**src/rtl/axi_pkg.sv**
```systemverilog
// Shared AXI4 definitions for the burst master.
// Contents: burst and response encodings, the default AxCACHE value and the
// burst-master FSM state type.
package axi_pkg;

    typedef enum logic [1:0] {
        BURST_FIXED = 2'b00,
        BURST_INCR  = 2'b01,
        BURST_WRAP  = 2'b10
    } burst_e;

    typedef enum logic [1:0] {
        RESP_OKAY   = 2'b00,
        RESP_EXOKAY = 2'b01,
        RESP_SLVERR = 2'b10,
        RESP_DECERR = 2'b11
    } resp_e;

    // Normal non-cacheable bufferable.
    localparam logic [3:0] CACHE_DEFAULT = 4'b0011;

    typedef enum logic [2:0] {
        StIdle,
        StWrAddr,
        StWrData,
        StWrResp,
        StRdAddr,
        StRdData,
        StDone
    } state_e;

endpackage

```
**src/rtl/axi_burst_master.sv**
```systemverilog
// Single-outstanding AXI4 INCR burst master.
// Accepts one command (address, beats-1, log2 beat bytes, direction), runs the
// matching AXI read or write burst, streams write data in / read data out and
// reports one completion status pulse per command.
//
// Ports:
//   aclk_i, areset_ni         clock, synchronous active-low reset
//   cmd_*                     command handshake and fields
//   wr_*                      write-data input stream (passes through to W)
//   rd_*                      read-data output stream (passes through from R)
//   done_valid_o/done_resp_o  one-cycle completion pulse and AXI-coded status
//   aw_*, w_*, b_*, ar_*, r_* AXI4 master channels
//
// Build option: define AXI_BMASTER_4K_CHECK_EN to reject commands that cross
// a 4 KB page (completed with DECERR and no bus activity).
module axi_burst_master
    import axi_pkg::*;
#(
    parameter int unsigned ADDR_BITS = 32,
    parameter int unsigned DATA_BITS = 32,
    parameter int unsigned LEN_BITS  = 8,
    parameter int unsigned SIZE_BITS = 3
) (
    input  logic                   aclk_i,
    input  logic                   areset_ni,

    input  logic                   cmd_valid_i,
    output logic                   cmd_ready_o,
    input  logic                   cmd_write_i,
    input  logic [ADDR_BITS-1:0]   cmd_addr_i,
    input  logic [LEN_BITS-1:0]    cmd_len_i,
    input  logic [SIZE_BITS-1:0]   cmd_size_i,

    input  logic                   wr_valid_i,
    output logic                   wr_ready_o,
    input  logic [DATA_BITS-1:0]   wr_data_i,
    input  logic [DATA_BITS/8-1:0] wr_strb_i,

    output logic                   rd_valid_o,
    input  logic                   rd_ready_i,
    output logic [DATA_BITS-1:0]   rd_data_o,
    output logic                   rd_last_o,

    output logic                   done_valid_o,
    output logic [1:0]             done_resp_o,

    output logic                   aw_valid_o,
    input  logic                   aw_ready_i,
    output logic [ADDR_BITS-1:0]   aw_addr_o,
    output logic [LEN_BITS-1:0]    aw_len_o,
    output logic [SIZE_BITS-1:0]   aw_size_o,
    output logic [1:0]             aw_burst_o,
    output logic [3:0]             aw_cache_o,

    output logic                   w_valid_o,
    input  logic                   w_ready_i,
    output logic [DATA_BITS-1:0]   w_data_o,
    output logic [DATA_BITS/8-1:0] w_strb_o,
    output logic                   w_last_o,

    input  logic                   b_valid_i,
    output logic                   b_ready_o,
    input  logic [1:0]             b_resp_i,

    output logic                   ar_valid_o,
    input  logic                   ar_ready_i,
    output logic [ADDR_BITS-1:0]   ar_addr_o,
    output logic [LEN_BITS-1:0]    ar_len_o,
    output logic [SIZE_BITS-1:0]   ar_size_o,
    output logic [1:0]             ar_burst_o,
    output logic [3:0]             ar_cache_o,

    input  logic                   r_valid_i,
    output logic                   r_ready_o,
    input  logic [DATA_BITS-1:0]   r_data_i,
    input  logic [1:0]             r_resp_i,
    input  logic                   r_last_i
);

    localparam int unsigned StrbBits = DATA_BITS / 8;
    // Largest legal AxSIZE for this data width.
    localparam logic [SIZE_BITS-1:0] SizeMax = SIZE_BITS'($clog2(StrbBits));

    state_e               state_q, state_d;
    logic [ADDR_BITS-1:0] addr_q, addr_d;
    logic [LEN_BITS-1:0]  len_q, len_d;
    logic [SIZE_BITS-1:0] size_q, size_d;
    // One bit wider than len so a 2^LEN_BITS-beat burst never wraps.
    logic [LEN_BITS:0]    cnt_q, cnt_d;
    logic [1:0]           resp_q, resp_d;

    logic [LEN_BITS:0]    len_ext;
    logic                 cnt_at_len;
    logic                 cross_4k;

    assign len_ext    = {1'b0, len_q};
    assign cnt_at_len = (cnt_q == len_ext);

`ifdef AXI_BMASTER_4K_CHECK_EN
    logic [ADDR_BITS-1:0] cmd_bytes;
    logic [ADDR_BITS-1:0] cmd_last_addr;

    always_comb begin
        cmd_bytes     = (ADDR_BITS'(cmd_len_i) + ADDR_BITS'(1)) << cmd_size_i;
        cmd_last_addr = cmd_addr_i + cmd_bytes - ADDR_BITS'(1);
        cross_4k      = (cmd_last_addr[ADDR_BITS-1:12] != cmd_addr_i[ADDR_BITS-1:12]);
    end
`else
    assign cross_4k = 1'b0;
`endif

    // State register.
    always_ff @(posedge aclk_i) begin
        if (!areset_ni) begin
            state_q <= StIdle;
            addr_q  <= '0;
            len_q   <= '0;
            size_q  <= '0;
            cnt_q   <= '0;
            resp_q  <= RESP_OKAY;
        end else begin
            state_q <= state_d;
            addr_q  <= addr_d;
            len_q   <= len_d;
            size_q  <= size_d;
            cnt_q   <= cnt_d;
            resp_q  <= resp_d;
        end
    end

    // Next-state and datapath update.
    always_comb begin
        state_d = state_q;
        addr_d  = addr_q;
        len_d   = len_q;
        size_d  = size_q;
        cnt_d   = cnt_q;
        resp_d  = resp_q;

        unique case (state_q)
            StIdle: begin
                if (cmd_valid_i) begin
                    addr_d = cmd_addr_i;
                    len_d  = cmd_len_i;
                    size_d = cmd_size_i;
                    cnt_d  = '0;
                    resp_d = RESP_OKAY;
                    if (cmd_size_i > SizeMax) begin
                        resp_d  = RESP_SLVERR;
                        state_d = StDone;
                    end else if (cross_4k) begin
                        resp_d  = RESP_DECERR;
                        state_d = StDone;
                    end else begin
                        state_d = cmd_write_i ? StWrAddr : StRdAddr;
                    end
                end
            end
            StWrAddr: begin
                if (aw_ready_i) state_d = StWrData;
            end
            StWrData: begin
                if (wr_valid_i && w_ready_i) begin
                    if (cnt_at_len) state_d = StWrResp;
                    else            cnt_d   = cnt_q + (LEN_BITS+1)'(1);
                end
            end
            StWrResp: begin
                if (b_valid_i) begin
                    resp_d  = b_resp_i;
                    state_d = StDone;
                end
            end
            StRdAddr: begin
                if (ar_ready_i) state_d = StRdData;
            end
            StRdData: begin
                if (r_valid_i && rd_ready_i) begin
                    // First non-OKAY response is kept.
                    if (resp_q == RESP_OKAY) resp_d = r_resp_i;
                    // Saturate at len+1: any value other than len at r_last
                    // flags a short or over-long burst.
                    if (cnt_q <= len_ext) cnt_d = cnt_q + (LEN_BITS+1)'(1);
                    if (r_last_i) begin
                        if (!cnt_at_len) resp_d = RESP_SLVERR;
                        state_d = StDone;
                    end
                end
            end
            StDone: begin
                state_d = StIdle;
            end
            default: begin
                state_d = StIdle;
            end
        endcase
    end

    // State-decoded outputs.
    always_comb begin
        cmd_ready_o  = 1'b0;
        wr_ready_o   = 1'b0;
        rd_valid_o   = 1'b0;
        rd_last_o    = 1'b0;
        done_valid_o = 1'b0;
        done_resp_o  = RESP_OKAY;
        aw_valid_o   = 1'b0;
        w_valid_o    = 1'b0;
        w_last_o     = 1'b0;
        b_ready_o    = 1'b0;
        ar_valid_o   = 1'b0;
        r_ready_o    = 1'b0;

        unique case (state_q)
            StIdle: begin
                // Held low while reset is asserted.
                cmd_ready_o = areset_ni;
            end
            StWrAddr: begin
                aw_valid_o = 1'b1;
            end
            StWrData: begin
                w_valid_o  = wr_valid_i;
                wr_ready_o = w_ready_i;
                w_last_o   = cnt_at_len;
            end
            StWrResp: begin
                b_ready_o = 1'b1;
            end
            StRdAddr: begin
                ar_valid_o = 1'b1;
            end
            StRdData: begin
                rd_valid_o = r_valid_i;
                r_ready_o  = rd_ready_i;
                rd_last_o  = r_last_i;
            end
            StDone: begin
                done_valid_o = 1'b1;
                done_resp_o  = resp_q;
            end
            default: begin
                cmd_ready_o = 1'b0;
            end
        endcase
    end

    assign rd_data_o  = r_data_i;
    assign w_data_o   = wr_data_i;
    assign w_strb_o   = wr_strb_i;

    assign aw_addr_o  = addr_q;
    assign aw_len_o   = len_q;
    assign aw_size_o  = size_q;
    assign aw_burst_o = BURST_INCR;
    assign aw_cache_o = CACHE_DEFAULT;

    assign ar_addr_o  = addr_q;
    assign ar_len_o   = len_q;
    assign ar_size_o  = size_q;
    assign ar_burst_o = BURST_INCR;
    assign ar_cache_o = CACHE_DEFAULT;

endmodule

```
**config.mk**
```make
export PLATFORM = sky130hd
export DESIGN_NAME = axi_burst_master
export DESIGN_NICKNAME = d
export VERILOG_FILES = /design/src/rtl/axi_pkg.sv /design/src/rtl/axi_burst_master.sv
export SDC_FILE = /design/constraint.sdc
export NUM_CORES = 1
export LEC_CHECK = 0
export ABC_AREA = 1
export CELL_PAD_IN_SITES_DETAIL_PLACEMENT = 0
export CELL_PAD_IN_SITES_GLOBAL_PLACEMENT = 2
export CORE_UTILIZATION = 15
export CTS_CLUSTER_DIAMETER = 60
export DETAILED_ROUTE_END_ITERATION = 10
export PLACE_DENSITY = 0.76
export SYNTH_ARGS = -nofsm -noshare
export SYNTH_HDL_FRONTEND = slang
export SYNTH_SLANG_ARGS = --single-unit
```
**constraint.sdc**
```tcl
create_clock -name aclk_i -period 1.88 [get_ports aclk_i]
set_input_delay 0.188 -clock aclk_i [delete_from_list [all_inputs] [get_ports aclk_i]]
set_output_delay 0.188 -clock aclk_i [all_outputs]
set_load 0.02 [all_outputs]
```
==> key figures <==
Worst hold path
  • Cell depth of the worst hold path: 3
  • Worst Hold Class: in -> reg

Pwr
  • P_leak: 2.240 nW
  • Sequential share of power: 23.9%
  • Max VDD drop: ~0.38 mV
  • Pint: 4.121 mW
  • P per Cell Area: 1312 nW/um^2
  • Logic pwr share: between 50% and 60%
  • Switching Share: 42.40%
  • Clk pwr share: 21.7%
  • Sw power: 3.034 mW

STA
  • Worst Clk Skew: just over 0.006 ns
  • Hold Vio Cnt, Final: 0
  • Setup TNS: 0 ns
  • Crit share post-route: 94.75%
  • Slew Viols, Final: 0
  • Highest Clock Rate: 561.4 MHz
  • Period minus WS final: 1.781 ns
  • Setup Viol. Count Final: 0

Layout
  • Layout cells sized above 1: 13.37%
  • Final cell count without fillers: between 900 and 1000
  • Final Cell Area: approximately 5500 sq um
  • P&R area growth vs syn: 43.89%
  • Nets@finish: 752

Floorplan
  • Num ports: 306
  • Die span in y: 161.0 microns
  • Starting Density: between 10% and 20%
  • Die width: 161.0 microns
  • Core ar.: 24530 sq um
  • Die area: about 26000 sq um
  • Row cnt: 57

Global route
  • GR Util All Layers: 8.984%
  • Initial antenna violation count: 2
  • Global-route wire length before repair: between 15000 and 20000 microns
  • Vias in the first global route: 3221
  • GRT overflow: 0
  • Largest net degree at the start of global routing: 40

Clock tree
  • Clk sinks: between 50 and 60
  • H-tree levels: 3
  • Clk pin slew, worst setup/hold paths: around 0.060 ns
  • CTS buffer count: 9
  • CTS tree: built
  • Clock Path Buffers: 2
  • Worst-Skew Late Latency: approximately 0.33 ns
  • Post-cts hold buffer count: 0
  • Root buffer cell: clkbuf_16

Place
  • Cell count after placement: roughly 930
  • DP HPWL: 8809 microns
  • GP Congestion: 0.7277
  • Area post-placement: 5056 sq um
  • PortBufs: 157

Logic synthesis
  • Adder-Cell Fraction of Synth Area: 2.970%
  • Number of synthesized flops with an enable pin: 0
  • Fraction of synthesized area in multiplexers: 0%
  • Synth Flop Type: dfxtp_1
  • Synth cell types: 29
  • Syn Inst Count: 547
  • Synthesized area: 3791 sq um
  • Post-synthesis sequential area ratio: 30.10%
  • Ys Warns: 0
  • Avg Cell Area, Syn: 6.931 sq um
  • Largest family of logic cells by synthesized area: buffers and inverters
  • Post-synthesis register bit count: 57
  • XOR/XNOR Fraction of Synth Area: 0%
  • Synth Area in Compound Gates: 10.33%
  • Synth async-reset ratio: 0%
  • Simple-gate area share of the yosys netlist: 25.05%

Critical path
  • CP required: 1.69 ns
  • Crit path launch type: flop
  • Setup crit end kind: output pin
  • R2R depth: 10
  • Arrival time worst endpoint: 1.59 ns
  • Critical path class: reg -> out
  • Critical path fanouts, max: 3

Route
  • Post-Route WL: around 12000 microns
  • DR WL/cell: between 10 and 15 microns
  • Via count: 3482
  • Antenna viol nets, final: 0
  • Vias per inst: about 3.7
  • TritonRoute pass-1 iters: 4
  • # DRC: 0
  • DR iter-0 viols: around 200

Status
  • Outcome: completed

Run
  • Max-cap violations: 0
cell usage in the layout, fill, tap and decap left out, types with 4 or more instances in the layout:
cell and count:
clkdlybuf4s50_1 143, nand2_1 96, nand3_1 58, a21oi_1 58, dfxtp_1 51, inv_1 41, nor2_1 39, buf_4 29
o21ai_0 12, conb_1 12, dlygate4sd2_1 11, clkbuf_16 10, ha_1 6, dfxtp_2 6, nor2_4 5, nand2_2 4
cells in the mapped netlist (all sizes together) (2+ instances only):
| master | count | share of area (%) |
|---|---|---|
| nand4 | 3 | 0.50 |
| ha | 9 | 3.0 |
| nor2 | 45 | 5.3 |
| nand2 | 101 | 10 |
| or2 | 3 | 0.50 |
| conb | 2 | 0.20 |
| o21ai | 13 | 1.7 |
| nand3 | 62 | 8.4 |
| clkbuf | 13 | 1.3 |
| inv | 44 | 4.4 |
| buf | 131 | 26 |
| a21oi | 58 | 7.7 |
| dfxtp | 57 | 30 |
critical path, cell delays in order, from the launching register on:
cell and delay [ns]:
dfxtp_2 0.32, inv_1 0.07, ha_4 0.26, nand2_1 0.08, nor2_4 0.17, nand3_4 0.11, nor2_4 0.12, buf_6 0.13
through the flow:
| stage | total power, mW | hold slack, ns | worst slack [ns] | utilization [%] |
|---|---|---|---|---|
| 3_3_place_gp | 5.467 | 0.3761 | -0.2085 | 20.61 |
| 4_1_cts | 7.080 | 0.2046 | 0.0009702 | 21.78 |
| 5_1_grt | 7.728 | 0.2152 | -0.01110 | 22.23 |
| 2_1_floorplan | 4.339 | 0.3529 | 0.02383 | - |
| 6_report | 7.155 | 0.2083 | 0.09868 | 22.24 |
| 3_5_place_dp | 5.444 | 0.3761 | -0.2075 | 20.61 |
path summary, 6_finish.rpt:
path / end / slack [ns] / startpoint
setup / recovery: w_last_o / 0.1 / ar_len_o[7]
hold / removal: ar_size_o[2] / 0.21 / cmd_valid_i
setup reg to reg: state_q[0] / 0.13 / ar_len_o[7]
hold reg to reg: ar_addr_o[22] / 0.47 / ar_addr_o[22]
cell families after synthesis:
kind of cell,count (synthesis)
and+or+nand+nor,215
buffers and inverters,188
AOI/OAI and AO/OA,76
DFF,57
adders and majority gates,9
other,2
final cells by class:
cell class                 count  area, sq um
antenna                        1        2.502
clock buffer                  12        256.5
clock inverter                 4        27.53
fill                        2768        19080
inverter                      44        165.2
multi-input combinational    313         1595
sequential                    57         1149
tap                          324        405.4
timing repair buffer         191         1854
sequential cells by signal, summed over array words and instances (netlist names):
register and cells:
ar_addr_o 32, ar_len_o 8, ar_size_o 3, cnt_q 9, resp_q 2, state_q 3
routing by layer:
layer	GRT usage, %	vias up	share of wire (%)
met5	0	-	0
met4	4.846	0	2.6
met3	2.722	33	7.7
met2	13.93	140	46
met1	11.11	1552	44
li1	-	1757	-
power groups by stage:
stage | Sequential (mW) | Combinational, mW | Clock, mW
after global routing | 1.75 | 4.33 | 1.65
after detailed placement | 1.73 | 3.72 | 0
after CTS | 1.70 | 3.76 | 1.62
after floorplan | 1.93 | 2.41 | 0
after global placement | 1.72 | 3.75 | 0
final | 1.71 | 3.89 | 1.55
repair_timing:
action	in CTS	in global routing
pin swaps	0	7
setup buffers	0	1
gates cloned	0	2
endpoints found under the setup margin	19	15
resized for setup	22	13
endpoints found under the hold margin	0	0
Note: power is estimated with default switching activity, not from simulation.
